==> src/rtl/vm_proj_reader.sv <==
// Purpose: drains the three VM projection memories filled by the router and
//          emits one VM-tagged word per handshake on a valid/ready stream.
// Latency: 2 cycles from read grant to out_valid; out_valid is driven from registers.
// Backpressure: a read is issued only if skid occupancy + in-flight reads < 2, so no word is dropped.
// Ports: clk/reset (sync, active-low); wr_en_1..3 snooped router strobes;
//        event_end starts the drain; read_add_1..3 / mem_out_1..3 memory read side;
//        out_data/out_vm/out_valid/out_ready output stream; done drain pulse; overflow sticky flag.
module vm_proj_reader #(
  parameter int DATA_W = 13,
  parameter int ADDR_W = 9
) (
  input  logic              clk,
  input  logic              reset,
  input  logic              wr_en_1,
  input  logic              wr_en_2,
  input  logic              wr_en_3,
  input  logic              event_end,
  output logic [ADDR_W-1:0] read_add_1,
  output logic [ADDR_W-1:0] read_add_2,
  output logic [ADDR_W-1:0] read_add_3,
  input  logic [DATA_W-1:0] mem_out_1,
  input  logic [DATA_W-1:0] mem_out_2,
  input  logic [DATA_W-1:0] mem_out_3,
  output logic [DATA_W-1:0] out_data,
  output logic [1:0]        out_vm,
  output logic              out_valid,
  input  logic              out_ready,
  output logic              done,
  output logic              overflow
);

  typedef enum logic [1:0] {RUN = 2'd0, DRAIN = 2'd1, CLEAR = 2'd2} state_t;

  localparam logic [ADDR_W:0] FULL = {1'b1, {ADDR_W{1'b0}}};

  state_t            state, state_nxt;
  logic [ADDR_W:0]   cnt  [3];
  logic [ADDR_W:0]   rptr [3];
  logic [2:0]        wr;
  logic [2:0]        nonempty;
  logic [1:0]        pri;        // index 0..2 of the VM with highest priority
  logic              gnt_vld;
  logic [1:0]        gnt_idx;
  logic [1:0]        cand [3];
  logic              can_issue;
  logic              rd_vld;     // a read issued last cycle; data on mem_out now
  logic [1:0]        rd_vm;
  logic [DATA_W-1:0] rd_dat;
  logic [1:0]        occ;
  logic [DATA_W-1:0] e0_dat, e1_dat;
  logic [1:0]        e0_vm, e1_vm;
  logic              pop;

  function automatic logic [1:0] next_idx(input logic [1:0] x);
    return (x == 2'd2) ? 2'd0 : x + 2'd1;
  endfunction

  assign wr = {wr_en_3, wr_en_2, wr_en_1};

  always_comb begin
    for (int k = 0; k < 3; k++) begin
      nonempty[k] = rptr[k] < cnt[k];
    end
  end

  assign read_add_1 = rptr[0][ADDR_W-1:0];
  assign read_add_2 = rptr[1][ADDR_W-1:0];
  assign read_add_3 = rptr[2][ADDR_W-1:0];

  // Round-robin search order starting at the priority pointer.
  assign cand[0] = pri;
  assign cand[1] = next_idx(pri);
  assign cand[2] = next_idx(next_idx(pri));

  assign can_issue = (state != CLEAR) && (({1'b0, occ} + {2'b00, rd_vld}) < 3'd2);

  always_comb begin
    gnt_vld = 1'b0;
    gnt_idx = 2'd0;
    if (can_issue) begin
      for (int i = 0; i < 3; i++) begin
        if (!gnt_vld && nonempty[cand[i]]) begin
          gnt_vld = 1'b1;
          gnt_idx = cand[i];
        end
      end
    end
  end

  always_comb begin
    case (rd_vm)
      2'd1:    rd_dat = mem_out_1;
      2'd2:    rd_dat = mem_out_2;
      2'd3:    rd_dat = mem_out_3;
      default: rd_dat = '0;
    endcase
  end

  // Skid buffer head is e0; unused entries are kept zero so out_vm reads 0 when empty.
  assign out_valid = (occ != 2'd0);
  assign out_data  = e0_dat;
  assign out_vm    = e0_vm;
  assign pop       = out_valid & out_ready;
  assign done      = (state == CLEAR);

  always_comb begin
    state_nxt = state;
    case (state)
      RUN:     if (event_end) state_nxt = DRAIN;
      DRAIN:   if ((nonempty == 3'b000) && !rd_vld &&
                   ((occ == 2'd0) || ((occ == 2'd1) && pop)))
                 state_nxt = CLEAR;
      CLEAR:   state_nxt = RUN;
      default: state_nxt = RUN;
    endcase
  end

  always_ff @(posedge clk) begin
    if (!reset) begin
      state    <= RUN;
      for (int k = 0; k < 3; k++) begin
        cnt[k]  <= '0;
        rptr[k] <= '0;
      end
      pri      <= 2'd0;
      rd_vld   <= 1'b0;
      rd_vm    <= 2'd0;
      occ      <= 2'd0;
      e0_dat   <= '0;
      e0_vm    <= 2'd0;
      e1_dat   <= '0;
      e1_vm    <= 2'd0;
      overflow <= 1'b0;
    end else begin
      state  <= state_nxt;
      rd_vld <= gnt_vld;
      rd_vm  <= gnt_vld ? gnt_idx + 2'd1 : 2'd0;

      for (int k = 0; k < 3; k++) begin
        if (state == CLEAR) begin
          cnt[k]  <= '0;
          rptr[k] <= '0;
        end else begin
          // Writes are only counted while the event is still being filled.
          if (wr[k] && (state == RUN)) begin
            if (cnt[k] == FULL) overflow <= 1'b1;
            else                cnt[k]   <= cnt[k] + 1'b1;
          end
          if (gnt_vld && (gnt_idx == 2'(k))) rptr[k] <= rptr[k] + 1'b1;
        end
      end

      if (state == CLEAR) pri <= 2'd0;
      else if (gnt_vld)   pri <= next_idx(gnt_idx);

      case ({rd_vld, pop})
        2'b10: begin
          if (occ == 2'd0) begin
            e0_dat <= rd_dat;
            e0_vm  <= rd_vm;
          end else begin
            e1_dat <= rd_dat;
            e1_vm  <= rd_vm;
          end
          occ <= occ + 2'd1;
        end
        2'b01: begin
          e0_dat <= e1_dat;
          e0_vm  <= e1_vm;
          e1_dat <= '0;
          e1_vm  <= 2'd0;
          occ    <= occ - 2'd1;
        end
        2'b11: begin
          if (occ == 2'd1) begin
            e0_dat <= rd_dat;
            e0_vm  <= rd_vm;
          end else begin
            e0_dat <= e1_dat;
            e0_vm  <= e1_vm;
            e1_dat <= rd_dat;
            e1_vm  <= rd_vm;
          end
        end
        default: ;
      endcase
    end
  end

endmodule

==> config.mk <==
export PLATFORM = sky130hd
export DESIGN_NAME = vm_proj_reader
export DESIGN_NICKNAME = d
export VERILOG_FILES = /design/src/rtl/vm_proj_reader.sv
export SDC_FILE = /design/constraint.sdc
export NUM_CORES = 1
export LEC_CHECK = 0
export CAP_MARGIN = 20
export CORE_UTILIZATION = 50
export DETAILED_ROUTE_END_ITERATION = 16
export PLACE_DENSITY = 0.74
export SLEW_MARGIN = 20
export SYNTH_ARGS = -nofsm -noshare
export SYNTH_HDL_FRONTEND = slang
export SYNTH_SLANG_ARGS = --single-unit
==> constraint.sdc <==
create_clock -name clk -period 11.2 [get_ports clk]
set_clock_uncertainty 0.05 [all_clocks]
set_input_delay 3.36 -clock clk [delete_from_list [all_inputs] [get_ports clk]]
set_output_delay 3.36 -clock clk [all_outputs]
set_load 0.05 [all_outputs]
# Word-level counts from Yosys, hierarchy flattened

Memory sizes are Yosys's and may differ from the RTL's.
Index checks and enable logic that the tools add are counted.

Register bits after elaboration: 40
Memory bits (writable): 60
Input bits: 46
Output and inout port bits: 45
Logic and storage cells: 183
Memories kept: 2

Add/sub/neg operators: 12
Order comparisons: 7
Equal/unequal tests: 22
Muxes and demuxes: 88
Bitwise logic cells: 14
Reductions and logical operators: 28

Memory list:

| memory | depth | width | read ports | clocked after Yosys merged registers in | write ports | RTL line | source |
|---|---|---|---|---|---|---|---|
| cnt    | 3     | 10    | 3          | 0                                       | 3           | 37       | `logic [ADDR_W:0] cnt [3];` |
| rptr   | 3     | 10    | 3          | 0                                       | 3           | 38       | `logic [ADDR_W:0] rptr [3];` |

Operator list:

| kind                                                       | number |
|---|---|
| 2-to-1 mux 10 bit                                          | 12 |
| case mux 13 bit (3 select lines)                           | 3 |
| adder 10 x 1 -> 10 bit, second input constant              | 6 |
| 2-to-1 mux 13 bit                                          | 4 |
| 2-to-1 mux 1 bit                                           | 49 |
| equality test 10 bit, second input constant                | 3 |
| less-than comparator 10 bit                                | 3 |
| 2-to-1 mux 2 bit                                           | 13 |
| equality test 2 bit, second input constant                 | 8 |
| logical AND 1 bit                                          | 12 |
| != test 2 bit, second input constant                       | 6 |
| OR 1 bit                                                   | 12 |
| case mux 2 bit (3 select lines)                            | 2 |
| equality test 2 x 1 -> 1 bit, second input constant        | 5 |
| less-than comparator 2 x 3 -> 1 bit, second input constant | 3 |
| adder 2 x 1 -> 2 bit, second input constant                | 4 |
| case mux 2 bit (2 select lines)                            | 2 |
| binary-select mux 1 bit (select 2 bit)                     | 3 |
| zero test 2 bit                                            | 3 |
| AND reduction 2 bit                                        | 3 |
| nonzero test 2 bit                                         | 2 |
| adder 2 x 1 -> 3 bit                                       | 1 |
| zero test 1 bit                                            | 3 |
| zero test 3 bit                                            | 1 |
| other kinds (8)                                            | 8 |

# Logic depth before layout (Yosys ltp)

Depth after elaboration: 20
Gate-level depth with buffers: 12
Mapped depth without buffers: 12

# Least setup slack after synthesis

OpenSTA, ideal clock, no wires.

Path kind: in2reg
Start point: in reset
End point: mem rptr[0][0] in the netlist's numbering, enable pin
Arrival time: 4.497 ns
Data required time: 10.759 ns
Setup slack: 6.263 ns
Stages on the path: 3
Cells stage by stage: buf_2 -> o311ai_4 -> o21ai_0

RTL lines:

| item            | RTL line | source |
|---|---|---|
| start, declared | 13       | `input logic reset,` |
| end, declared   | 38       |  |

# Worst setup path in the final report

Start point: in out_ready
End point: reg e1_dat[7]

Cells in the longest elaborated chain, start to end: 4
Elaborated cells on any way between the ends: 9

RTL lines:

| item                                                                 | RTL line | source |
|---|---|---|
| start, declared                                                      | 27       | `input logic out_ready,` |
| bitwise AND 1 bit (*)                                                | 103      | `assign pop = out_valid & out_ready;` |
| equality test 2 bit or equality test 2 x 1 -> 1 bit (tied branches)  | 156      | `case ({rd_vld, pop})` |
| != test 2 bit (no source line) or nonzero test 3 bit (tied branches) | n/a      |  |
| AND reduction 3 bit (no source line)                                 | n/a      |  |
| end signal, assigned                                                 | 162      | `e1_dat <= rd_dat;` |
| end signal, assigned                                                 | 181      | `e1_dat <= rd_dat;` |
| end, declared                                                        | 50       | `logic [DATA_W-1:0] e0_dat, e1_dat;` |

Every way passes the cells marked *; elsewhere a longest branch is shown, timed or not.
A chain may end at the register's enable or synchronous reset.

==> results.yml <==
placed_design:
  gp_congestion: 0.863
  postPlaceCellArea_um2: 7100
  port_buffers: 90
  hpwl_um: 10100
global_routing:
  grtUsageTotal_pct: 22.3
  antenna_found_initial: 0
  grt_pass1_vias: 4818
  grt_overflow: 0
  grt_pass1_wl_um: 22900
  grt_max_degree: 38
synthesis:
  synth_top_area_share_pct: 28.7
  synth_seq_cells: 100
  netlist_area_um2: 6270
  async_flop_share_pct: 0
  synth_top_cell_by_area: "edfxtp_1"
  post-synth-top-count-cell: "edfxtp_1"
  syn_area_per_cell_um2: 10.2
  ys_types: 51
  ys_top_cells_by_area: "edfxtp_1 (29%), dfxtp_1 (13%), ha_1 (9.4%), xnor2_1 (4.5%), nor3_2 (3.7%)"
  netlist_instances: 613
  ys.flop_type: "edfxtp_1"
  syn_nets: 706
  yosysSeqAreaShare_pct: 41.5
  ys_top_cells_by_count: "edfxtp_1 (60), nor2_1 (52), ha_1 (47), inv_1 (45), dfxtp_1 (40)"
  synth.yosys.warnings: 0
  synth-edff-count: 60
die:
  row_count: 40
  core_area_um2: 12100
  die_h_um: 114
  dieArea_um2: 13000
  initial_core_util_pct: 51.8
  ios: 91
  die_w_um: 114
timing:
  tns_ps: 0
  max_slew_margin_pct: 35.7
  fin_crit_ps: 5700
  rsz0062_at_grt: "false"
  finalCritPeriodShare_pct: 50.9
  drv_slew: 0
  setup_violations: 0
  worst_pin_slew_ps: 962
  finalHoldViolCount: 0
  max_freq_mhz: 175
critical_path:
  cp-start-kind: "primary input"
  crit_type: "in -> reg"
  crit_start: "out_ready"
  regToRegStartpoint: "rptr[1][8]"
  endpoint_kind: "flop"
  crit_arrival_ps: 5930
  r2r.worst_path.cells: 10
  worst_ep_required_time_ps: 11430
  critPathMaxFanout: 18
  crit_end: "e1_dat[7]"
  r2r_slack_ps: 6970
  worstReg2RegEnd: "rptr[1][5]"
route:
  drt-initial-drc-count: 378
  post_drt_via_cell_ratio: 5.61
  vias: 4719
  wl_um: 14000
  post_drt_wl_per_cell_um: 16.6
  dr.pass1.iters: 4
  ant_nets: 0
  drc: 0
layout:
  fin_util_pct: 61.4
  fill_cells: 992
  seq_area_um2: 2600
  final_area_um2: 7440
  multi_input_area_um2: 3190
  syn2layout_area_growth_pct: 18.5
  antenna_cells: 0
  nets: 761
  layout-drive-gt1-share_pct: 10.1
run_status:
  status: "completed"
power_and_ir_drop:
  p_leak_nw: 2.91
  ir_worst_vdd_v: 0.000163
  power_density_nw_per_um2: 244
cts:
  cts.sinks: 100
  cts_resized: 0
  root_buffer: "clkbuf_16"
  htreeDepth: 3
  clock_latency_ps: 350
  cts_hold_buf: 0
  tritoncts: "built"
  numCtsBuffers: 9
  cts_setup_buffers: 0
  path_clk_slew_ps: 70
  cts_buffer_depth: 2
hold_path:
  hold_class: "reg -> reg"
job:
  drv_cap: 0
per-stage QoR:
step | total power [mW] | instances | setup slack, ps | hold WS [ps]
finish | 1.81 | 841 | 5500 | 438
global route | 1.91 | 841 | 5260 | 477
CTS | 1.82 | 840 | 5190 | 448
detailed placement | 1.48 | 824 | 4850 | 424
global placement | 1.45 | 824 | 5040 | 420
floorplan | 1.27 | 613 | 6260 | 431
area by class of cell:
type | count | area share [%]
clock buffers | 13 | 4.07
clock inverters | 3 | 0.303
inverters | 50 | 2.52
multi-input cells | 414 | 42.9
flip-flops and latches | 100 | 35.0
well taps | 168 | 2.83
repair buffers | 93 | 12.4
power by group:
part,internal (mW),switching (mW)
clock,0.191,0.139
sequential,0.493,0.107
combinational,0.322,0.562
registers in the layout, summed over array words and instances (netlist names):
| signal | count |
|---|---|
| cnt | 30 |
| e1_dat | 13 |
| e1_vm | 2 |
| occ | 2 |
| out_data | 13 |
| out_vm | 2 |
| overflow | 1 |
| pri | 2 |
| rd_vld | 1 |
| rd_vm | 2 |
| rptr | 30 |
| state | 2 |
metal layers:
metal | routed length, um | vias to the layer above | GRT usage (%)
li1 | - | 2309 | -
met1 | 6200 | 2279 | 28.6
met2 | 7010 | 112 | 38.7
met3 | 553 | 19 | 3.51
met4 | 215 | 0 | 6.32
met5 | 0 | - | 0
critical path: stages:
cell	delay (ps)
clkdlybuf4s50_1	430
nand2_1	160
inv_1	110
ha_1	230
nand2_1	110
nand2_1	380
nor2_1	820
a22oi_1	180
nor2b_1	160
worst min-delay path by stage:
stage,startpoint,end,depth (start not counted)
detailed placement,overflow,overflow,1
finish,overflow,overflow,1
floorplan,e1_vm[0],e1_vm[0],2
global placement,overflow,overflow,1
CTS,overflow,overflow,1
global route,overflow,overflow,1
cells in the final DEF (no fill, tap or decap), types with 4 or more instances in the layout:
master           Yosys  layout
inv_1               45      45
nor2b_1             16      16
a221o_1             15      15
nor3_1              14      14
dfxtp_1             40      40
a21oi_1             15      14
and3_1              10      10
clkbuf_16            0      11
xor2_1              18      18
edfxtp_1            60      60
a22o_1              13      13
a211oi_1             6       6
nand3_1             35      35
and2_1               4       4
nor3_2              23      23
o21ai_0              8       5
xnor2_1             32      32
ha_1                47      47
nor2_1              52      52
mux2_2              13      13
nand4_1              7       7
clkdlybuf4s50_1      0      90
a22oi_1             13      13
nand2_1             20      20
o211a_1             17      17
nor4_1               4       4
kinds of logic after synthesis:
group	Yosys count	share of synthesized area, %
AOI/OAI and AO/OA	107	14.5
xor gates and xnor gates	50	6.98
adders and majority gates	47	9.37
buffers and inverters	99	7.92
DFF	100	41.5
muxes	13	2.33
and+or+nand+nor	197	17.4
(Power assumes the default switching activity.)
